===== src/rtl/seg7_scan_if.sv =====
// Signal bundle between a seven-segment scan driver and its user.
// The master supplies display content and settings; the slave drives the panel.
interface seg7_scan_if;
  logic [31:0] data_seg;
  logic [7:0]  dp_mask;
  logic        blank_lz;
  logic        hold;
  logic [3:0]  bright;
  logic [6:0]  seg_n;
  logic        dp_n;
  logic [7:0]  an_n;
  logic        frame;

  modport master (
    output data_seg, dp_mask, blank_lz, hold, bright,
    input  seg_n, dp_n, an_n, frame
  );

  modport slave (
    input  data_seg, dp_mask, blank_lz, hold, bright,
    output seg_n, dp_n, an_n, frame
  );
endinterface


===== src/rtl/seg7_scan.sv =====
// Eight-digit multiplexed seven-segment driver with frame-synchronous shadowing,
// leading-zero blanking, PWM brightness and a one-cycle anti-ghosting gap.
module seg7_scan #(
  parameter int unsigned SCAN_DIV = 50000
) (
  input  logic         clk,
  input  logic         rst,
  seg7_scan_if.slave   bus
);

  localparam logic [15:0] DIV_M1 = 16'(SCAN_DIV - 1);

  logic [15:0] cnt_q, cnt_d;
  logic [2:0]  idx_q, idx_d;
  logic [3:0]  pwm_q, pwm_d;
  logic [31:0] shown_q, shown_d;
  logic [7:0]  mask_q, mask_d;
  logic [7:0]  an_q, an_d;
  logic [6:0]  seg_q, seg_d;
  logic        dp_q, dp_d;
  logic        frame_q, frame_d;

  logic        tick, wrap, en, blank;
  logic [3:0]  nib;
  logic [31:0] upper;

  function automatic logic [6:0] decode(input logic [3:0] v);
    case (v)
      4'h0: decode = 7'h3F;  4'h1: decode = 7'h06;
      4'h2: decode = 7'h5B;  4'h3: decode = 7'h4F;
      4'h4: decode = 7'h66;  4'h5: decode = 7'h6D;
      4'h6: decode = 7'h7D;  4'h7: decode = 7'h07;
      4'h8: decode = 7'h7F;  4'h9: decode = 7'h6F;
      4'hA: decode = 7'h77;  4'hB: decode = 7'h7C;
      4'hC: decode = 7'h39;  4'hD: decode = 7'h5E;
      4'hE: decode = 7'h79;  default: decode = 7'h71;
    endcase
  endfunction

  always_comb begin
    tick    = (cnt_q == DIV_M1);
    wrap    = tick && (idx_q == 3'd7);
    cnt_d   = tick ? 16'd0 : cnt_q + 16'd1;
    idx_d   = tick ? idx_q + 3'd1 : idx_q;
    pwm_d   = pwm_q + 4'd1;
    shown_d = (wrap && !bus.hold) ? bus.data_seg : shown_q;
    mask_d  = (wrap && !bus.hold) ? bus.dp_mask  : mask_q;
    frame_d = wrap;

    en    = (bus.bright == 4'hF) || (pwm_q < bus.bright);
    // a digit is blanked when it and every more-significant nibble is zero
    upper = shown_q >> {idx_q, 2'b00};
    blank = bus.blank_lz && (idx_q != 3'd0) && (upper == 32'd0);
    nib   = shown_q[{idx_q, 2'b00} +: 4];

    // the tick cycle is dark so the next digit never sees the old segments
    if (tick || !en || blank) begin
      an_d  = 8'hFF;
      seg_d = 7'h7F;
      dp_d  = 1'b1;
    end else begin
      an_d  = ~(8'd1 << idx_q);
      seg_d = ~decode(nib);
      dp_d  = ~mask_q[idx_q];
    end
  end

  always_ff @(posedge clk or posedge rst) begin
    if (rst) begin
      cnt_q   <= '0;
      idx_q   <= '0;
      pwm_q   <= '0;
      shown_q <= '0;
      mask_q  <= '0;
      an_q    <= 8'hFF;
      seg_q   <= 7'h7F;
      dp_q    <= 1'b1;
      frame_q <= 1'b0;
    end else begin
      cnt_q   <= cnt_d;
      idx_q   <= idx_d;
      pwm_q   <= pwm_d;
      shown_q <= shown_d;
      mask_q  <= mask_d;
      an_q    <= an_d;
      seg_q   <= seg_d;
      dp_q    <= dp_d;
      frame_q <= frame_d;
    end
  end

  assign bus.an_n  = an_q;
  assign bus.seg_n = seg_q;
  assign bus.dp_n  = dp_q;
  assign bus.frame = frame_q;

endmodule

===== src/flat_wrapper.sv =====
// flat-port wrapper written by rule: the top's interface ports become plain ports
module seg7_scan_flat 
#(
  parameter int unsigned SCAN_DIV = 50000
)
  (clk, rst, bus_data_seg, bus_dp_mask, bus_blank_lz, bus_hold, bus_bright, bus_seg_n, bus_dp_n, bus_an_n, bus_frame);
  seg7_scan_if bus_i ();
  input  logic clk;
  input  logic rst;
  input wire logic [$bits(bus_i.data_seg)-1:0] bus_data_seg;
  input wire logic [$bits(bus_i.dp_mask)-1:0] bus_dp_mask;
  input wire logic [$bits(bus_i.blank_lz)-1:0] bus_blank_lz;
  input wire logic [$bits(bus_i.hold)-1:0] bus_hold;
  input wire logic [$bits(bus_i.bright)-1:0] bus_bright;
  output wire logic [$bits(bus_i.seg_n)-1:0] bus_seg_n;
  output wire logic [$bits(bus_i.dp_n)-1:0] bus_dp_n;
  output wire logic [$bits(bus_i.an_n)-1:0] bus_an_n;
  output wire logic [$bits(bus_i.frame)-1:0] bus_frame;
  assign bus_i.data_seg = bus_data_seg;
  assign bus_i.dp_mask = bus_dp_mask;
  assign bus_i.blank_lz = bus_blank_lz;
  assign bus_i.hold = bus_hold;
  assign bus_i.bright = bus_bright;
  assign bus_seg_n = bus_i.seg_n;
  assign bus_dp_n = bus_i.dp_n;
  assign bus_an_n = bus_i.an_n;
  assign bus_frame = bus_i.frame;
  seg7_scan #(.SCAN_DIV(SCAN_DIV)) u_core (.clk(clk), .rst(rst), .bus(bus_i));
endmodule

===== config.mk =====
export PLATFORM = sky130hd
export DESIGN_NAME = seg7_scan_flat
export DESIGN_NICKNAME = d
export VERILOG_FILES = /design/src/rtl/seg7_scan_if.sv /design/src/rtl/seg7_scan.sv /design/src/flat_wrapper.sv
export SDC_FILE = /design/constraint.sdc
export NUM_CORES = 1
export LEC_CHECK = 0
export CORE_AREA = 2 2 90 92
export DETAILED_ROUTE_END_ITERATION = 7
export DIE_AREA = 0 0 92 94
export GPL_TIMING_DRIVEN = 1
export HOLD_SLACK_MARGIN = 0.15
export PLACE_DENSITY = 0.79
export RECOVER_POWER = 100
export SLEW_MARGIN = 20
export SYNTH_ARGS = -nofsm -noshare
export SYNTH_HDL_FRONTEND = slang
export SYNTH_SLANG_ARGS = --single-unit

===== constraint.sdc =====
create_clock -name clk -period 4.1 [get_ports clk]
set_input_delay 0.82 -clock clk [delete_from_list [all_inputs] [get_ports clk]]
set_output_delay 0.82 -clock clk [all_outputs]
set_load 0.005 [all_outputs]

# Word level (Yosys, flattened, before mapping)
# Memory sizes are Yosys's and may differ from the RTL's.
# Cells that the tools add are included.
[word_totals]
word_cells = 42
input_bits = 48
mem_bits_ro = 112
output_inout_bits = 17
mem_count = 1
regBits = 80
[op_classes]
n_mux = 7
reduce_logical = 11
shift = 3
addsub = 3
magnitude_cmp = 2
n_bitwise = 3
eq_ne = 3
[mem_list]
columns = ["name", "depth", "word_bits", "read_ports", "rd_clocked_by_memory_dff", "write_ports", "line", "source"]
rows = [
  ["(name not given)", 16, 7, 1, 0, 0, "seg7_scan.sv:28", "case (v)"],
]
[op_table]
columns = ["op", "n"]
rows = [
  ["logical NOT 32 bit", 1],
  ["variable part select 32 x 6 -> 4 bit", 1],
  ["right shift 32 x 5 -> 32 bit", 1],
  ["adder 16 x 1 -> 16 bit (second input constant)", 1],
  ["== test 16 bit (second input constant)", 1],
  ["two-way mux 16 bit", 1],
  ["two-way mux 7 bit", 2],
  ["two-way mux 8 bit", 1],
  ["inverter 8 bit", 1],
  ["left shift 1 x 3 -> 8 bit (first input constant)", 1],
  ["inverter 7 bit", 1],
  ["adder 4 x 1 -> 4 bit (second input constant)", 1],
  ["== test 4 bit (second input constant)", 1],
  ["logical AND 1 bit", 4],
  ["< comparator 3 x 4 -> 1 bit (second input constant)", 1],
  ["< comparator 4 bit", 1],
  ["adder 3 x 1 -> 3 bit (second input constant)", 1],
  ["binary-select mux 1 bit (select 3 bit)", 1],
  ["== test 3 bit (second input constant)", 1],
  ["logical OR 1 bit", 3],
  ["nonzero test 3 bit", 1],
  ["logical NOT 1 bit", 2],
  ["two-way mux 1 bit", 2],
  ["inverter 1 bit", 1],
]

# Depth between registers and ports, before layout
[logic_depth]
word_depth = 8
depth_mapped = 10
mapped_depth_nobuf = 8

# Worst setup path after synthesis
# OpenSTA, ideal clock, no wires.
[synth_path]
kind = "flip-flop to flip-flop"
start = "register u_core.idx_q[0]"
end = "register u_core.an_q[3], in the netlist u_core.bus.an_n[3]"
t_required_ns = 4.018
path_stages_with_launch = 10
period_less_slack_ns = 3.062
path_buffers = 2
arrival_ns = 2.980
setup_ns = 0.082
setup_slack_ns = 1.038
cell_sequence = "dfrtp_1 > clkbuf_1 > mux4_2 > mux2i_1 > ha_1 > o211ai_1 > a2111oi_0 > nand2_1 > clkbuf_1 > o211ai_1"
[synth_via]
elab_chain_cells = 5
word_cells_on_any_way = 9
classes_between = "2 x shift; 1 x mux; 1 x bitwise; 5 x reduce/logical"
[synth_lines]
columns = ["item", "line", "source"]
rows = [
  ["from (decl)", "seg7_scan.sv:14", "logic [2:0] idx_q, idx_d;"],
  ["from (signal assigned)", "seg7_scan.sv:81", "idx_q <= idx_d;"],
  ["right shift 32 x 5 -> 32 bit / nonzero test 3 bit (equally long branches)", "seg7_scan.sv:52, seg7_scan.sv:53", ""],
  ["logical NOT 32 bit / logical AND 1 bit (equally long branches)", "seg7_scan.sv:53", "blank = bus.blank_lz && (idx_q != 3'd0) && (upper == 32'd0);"],
  ["logical AND 1 bit", "seg7_scan.sv:53", ""],
  ["logical OR 1 bit", "seg7_scan.sv:57", "if (tick || !en || blank) begin"],
  ["two-way mux 8 bit (*)", "seg7_scan.sv:57", ""],
  ["named net u_core.an_d[3]", "seg7_scan.sv:18", "logic [7:0] an_q, an_d;"],
  ["to (signal assigned)", "seg7_scan.sv:85", "an_q <= an_d;"],
  ["to (decl)", "seg7_scan.sv:18", ""],
]
# The timed path passes the listed nets; every way through them passes the cells marked *.
# A chain may end at the register's enable or synchronous reset.

# Worst setup path after layout
[layout_path]
start = "register u_core.cnt_q[7]"
end = "register u_core.shown_q[30]"
[layout_via]
elab_chain_cells = 3
[layout_lines]
columns = ["item", "line", "source"]
rows = [
  ["from (decl)", "seg7_scan.sv:13", "logic [15:0] cnt_q, cnt_d;"],
  ["from (signal assigned)", "seg7_scan.sv:80", "cnt_q <= cnt_d;"],
  ["== test 16 bit", "seg7_scan.sv:41", "tick = (cnt_q == DIV_M1);"],
  ["logical AND 1 bit", "seg7_scan.sv:42", "wrap = tick && (idx_q == 3'd7);"],
  ["named net u_core.frame_d", "seg7_scan.sv:21", "logic frame_q, frame_d;"],
  ["logical AND 1 bit", "seg7_scan.sv:46", "shown_d = (wrap && !bus.hold) ? bus.data_seg : shown_q;"],
  ["to (signal assigned)", "seg7_scan.sv:83", "shown_q <= shown_d;"],
  ["to (decl)", "seg7_scan.sv:16", "logic [31:0] shown_q, shown_d;"],
]
# The timed path passes the listed nets, and every way through them passes these cells.

==> summary.txt <==
Logic synthesis
  – Post-synthesis register bit count: 80
  – Post-synth ARST share: between 90% and 100%
  – Nets in the synthesized netlist: about 380
  – Synthesized cell area: 4030 um^2
  – Post-synth top flop: sky130_fd_sc_hd__dfrtp_1
  – Distinct cells, synth: 54
  – Post-synthesis cell type with the largest combined area: sky130_fd_sc_hd__dfrtp_1
  – Post-Syn Area per Cell: 12.88 um^2
  – Top-area cell type share of the netlist area: slightly below 40%
  – Post-synth EDFFs: 0
  – Library cell with the highest instance count after synthesis: sky130_fd_sc_hd__dfrtp_1
  – Synthesis warning total: 0
  – Largest cells by area after synthesis: sky130_fd_sc_hd__dfrtp_1, sky130_fd_sc_hd__mux2_1, sky130_fd_sc_hd__dfstp_2, sky130_fd_sc_hd__mux4_2, sky130_fd_sc_hd__ha_1
  – Most instantiated cells after synthesis: sky130_fd_sc_hd__dfrtp_1, sky130_fd_sc_hd__mux2_1, sky130_fd_sc_hd__ha_1
  – Synthesized instance count: about 310
  – Portion of the post-synthesis area used by sequential elements: about 50%

Worst setup path
  – Endpoint of the worst-slack reg-to-reg timing path: u_core.shown_q[30]$_DFFE_PP0P_
  – Worst-case reg-to-reg path depth: 5
  – Worst-path cell with the longest stage delay: sky130_fd_sc_hd__and2b_1
  – Data arrival at the endpoint of the critical path: about 3700 ps
  – Largest driver fanout on the critical path: 40
  – Worst reg-to-reg setup slack: 580 ps
  – Launch point of the worst reg-to-reg path: u_core.cnt_q[7]$_DFF_PP0_
  – Endpoint kind of the worst setup timing path: flip-flop
  – Kind of critical path: flip-flop to flip-flop
  – Cell-by-cell listing of the critical path: or4b_1, nor4_1, and2_0, and2b_1, mux2_1
  – Critical Path RT: 4320 ps
  – Startpoint kind of the worst setup timing path: flip-flop
  – Peak per-stage delay on the critical path: approximately 1300 ps

Die
  – Num ports: 65
  – Area of the core: roughly 7600 um^2
  – Die Area: about 8600 um^2
  – Std cell rows: 32
  – Die X-Extent: between 90 and 100 um
  – Height of the chip: approximately 94 um
  – Starting density of the core: a little over half

Timing
  – Highest clock rate: ~280 MHz
  – Max-slew headroom at the worst pin: -21.10%
  – Setup TNS after final layout: 0 ps
  – # setup viols final: 0
  – Setup repair after global routing missed its margin: false
  – Clock Skews: around 8 ps
  – Worst slew pin tran: 1817 ps
  – Min Tclk post-route: around 3500 ps
  – Total count of hold-check failures in the final report: 0
  – Number of slew-limit violations in the final report: ~120
  – Final cycle utilization of the critical path: between 80% and 90%

Cells and area
  – Final Instance Area: between 4000 and 5000 um^2
  – Multi-input gate area: 1852 um^2
  – Diode count: 0
  – Filler Cells Inserted: roughly 590
  – Area of all sequential standard cells: 2022 um^2
  – Fraction of final layout cells sized beyond drive strength 1: about an eighth
  – Area Overhead vs Synth: 21.73%
  – Total Nets Final: around 450
  – Count of placed standard cells in the final layout, fillers left out: around 490
  – Final Core Density: between 60% and 70%

Global route
  – Aggregate global-route resource usage: 19.89%
  – Vias in the first global route: ~2,700
  – Total gr overflow: 0
  – Number of antenna violations at the first check in global routing: 0
  – Maximum number of pins on one net before global-route repair: 81
  – Wire length of the first global-routing pass: 13,120 um

Clock tree
  – Hold buffer count at CTS: 0
  – CTS tree: done
  – Number of gates resized after cts: 0
  – Postcts setup bufs: 0
  – CTS H-tree lvls: 3
  – Number of buffers added by the clock tree synthesis step: 9
  – Sinks on Clock Net: 80
  – Library cell used as clock root buffer: sky130_fd_sc_hd__clkbuf_8
  – Clock Tree Buf Depth: 2
  – Clock edge transition at the registers on the reported setup and hold paths: 80 ps
  – Clock latency on the worst-skew pair: 350 ps

Pwr
  – Seq pwr share: about 58%
  – Internal power contribution: between 0.001 and 0.0015 W
  – Part of the total power dissipated in the clock network: between 30% and 40%
  – Leakage power: between 2 and 2.5 nW
  – Switch share: 23.10%
  – Maximum VDD drop: 166.0 uV
  – Net Sw Power: ~0.00032 W
  – Pwr per Cell Area: approximately 280 nW/um^2
  – Total design power: about 0.0014 W
  – Combinational power share: 5.2%

Place
  – Placed cells: 472
  – Detailed-placement wirelength estimate: just under 6000 um
  – Area after detailed placement: between 4000 and 5000 um^2
  – Number of buffer cells added on primary ports: 64
  – Placer Congestion: roughly 0.88

Detailed routing
  – First-pass detailed-route iteration total: 4
  – Number of DRC violations after detailed-routing iteration 0: between 150 and 200
  – Routed via count: about 2,800
  – Total Wirelength: roughly 8000 um
  – Post-route ant nets: 0
  – Final routed DRC violation total: 0
  – Number of vias per cell: 5.662
  – Average detailed-routed wire length per instance: between 15 and 20 um

Min path
  – Worst-case hold path end point: u_core.pwm_q[0]$_DFF_PP0_
  – Hold path cells: 1
  – Worst hold start: u_core.pwm_q[0]$_DFF_PP0_
  – Worst min path class: flip-flop to flip-flop

Outcome
  – Violated checks: capacitance limit, slew limit
  – Run status: complete, but fails checks

Flow run
  – Max-Cap Viols: 2
[how the worst max path moves through the flow]
stage,startpoint,endpoint,slack [ps]
global route,u_core.cnt_q[0]$_DFF_PP0_,u_core.shown_q[30]$_DFFE_PP0P_,360
global placement,u_core.idx_q[0]$_DFFE_PP0N_,u_core.bus.seg_n[1]$_DFF_PP1_,950
detailed placement,u_core.idx_q[0]$_DFFE_PP0N_,u_core.bus.seg_n[3]$_DFF_PP1_,660
finish,u_core.cnt_q[7]$_DFF_PP0_,u_core.shown_q[30]$_DFFE_PP0P_,580
floorplan,u_core.idx_q[0]$_DFFE_PP0N_,u_core.bus.an_n[3]$_DFF_PP1_,1040
CTS,u_core.idx_q[0]$_DFFE_PP0N_,u_core.bus.seg_n[3]$_DFF_PP1_,660
[per-stage QoR]
step | hold WS (ps) | setup WS (ps)
finish | 482.8 | 584.9
global route | 499.9 | 361.2
CTS | 485.8 | 662.8
detailed placement | 474.5 | 663.2
global placement | 466.5 | 948.7
floorplan | 435.2 | 1038
[registers in the layout, indices dropped and copies added, names as in the netlist]
name / count
u_core.bus.an_n: 8
u_core.bus.dp_n: 1
u_core.bus.frame: 1
u_core.bus.seg_n: 7
u_core.cnt_q: 16
u_core.idx_q: 3
u_core.mask_q: 8
u_core.pwm_q: 4
u_core.shown_q: 32
[kinds of logic after synthesis]
| family | synth area share, % |
|---|---|
| buffers and inverters | 3.477 |
| xor gates and xnor gates | 3.477 |
| adders and majority gates | 5.278 |
| AOI/OAI and AO/OA | 7.079 |
| muxes | 20.34 |
| and+or+nand+nor | 10.18 |
| DFF | 50.17 |
[placed cells by master (no fill, tap or decap), types with 2 or more instances in the layout]
master                            count
sky130_fd_sc_hd__dfrtp_1             64
sky130_fd_sc_hd__clkdlybuf4s50_1     46
sky130_fd_sc_hd__mux2_1              40
sky130_fd_sc_hd__dlygate4sd3_1       18
sky130_fd_sc_hd__ha_1                17
sky130_fd_sc_hd__dfstp_2             16
sky130_fd_sc_hd__xor2_1              11
sky130_fd_sc_hd__nor2_1              11
sky130_fd_sc_hd__inv_1               11
sky130_fd_sc_hd__mux4_2              11
sky130_fd_sc_hd__mux2i_1             11
sky130_fd_sc_hd__o211ai_1            11
sky130_fd_sc_hd__nand3_1             10
sky130_fd_sc_hd__nor4_1               9
sky130_fd_sc_hd__nand4_1              9
sky130_fd_sc_hd__clkbuf_8             9
sky130_fd_sc_hd__nand2_1              8
sky130_fd_sc_hd__a21oi_1              7
sky130_fd_sc_hd__xnor2_1              5
sky130_fd_sc_hd__o21ai_0              4
sky130_fd_sc_hd__nor3_1               4
sky130_fd_sc_hd__buf_4                4
sky130_fd_sc_hd__clkinv_2             3
sky130_fd_sc_hd__inv_2                2
sky130_fd_sc_hd__or4b_1               2
sky130_fd_sc_hd__clkinv_1             2
sky130_fd_sc_hd__or3_1                2
sky130_fd_sc_hd__and2_1               2
sky130_fd_sc_hd__a31oi_1              2
sky130_fd_sc_hd__a32oi_1              2
sky130_fd_sc_hd__a2bb2oi_1            2
sky130_fd_sc_hd__inv_4                2
[worst max-delay path: cells and delay by family, from the launching register on]
kind	cells	cell delay, ps
mux	1	410
flops	1	410
simple gates	4	2540
[cell type report]
class	instances	share of cell area, %
Inverter	15	1.148
Tap cell	102	2.601
Multi-Input combinational cell	205	37.75
Clock inverter	7	0.9181
Timing Repair Buffer	70	13.85
Clock buffer	9	2.525
Sequential cell	80	41.21
[power groups by stage]
stage | registers [W] | logic (W) | clock network (W)
global route | 0.000793 | 0.0000791 | 0.000559
CTS | 0.000793 | 0.0000759 | 0.000527
finish | 0.000793 | 0.0000711 | 0.000511
floorplan | 0.000808 | 0.0000178 | 0
detailed placement | 0.000808 | 0.0000758 | 0
global placement | 0.000808 | 0.0000755 | 0
[metal layers]
layer | up-vias | share of wire [%] | GRT usage [%]
met4 | 0 | 2.7 | 11.19
met5 | - | 0 | 0
met3 | 16 | 4.7 | 3.371
li1 | 1302 | - | -
met1 | 1360 | 45 | 27.39
met2 | 85 | 47 | 30.15
(Power assumes the default switching activity.)
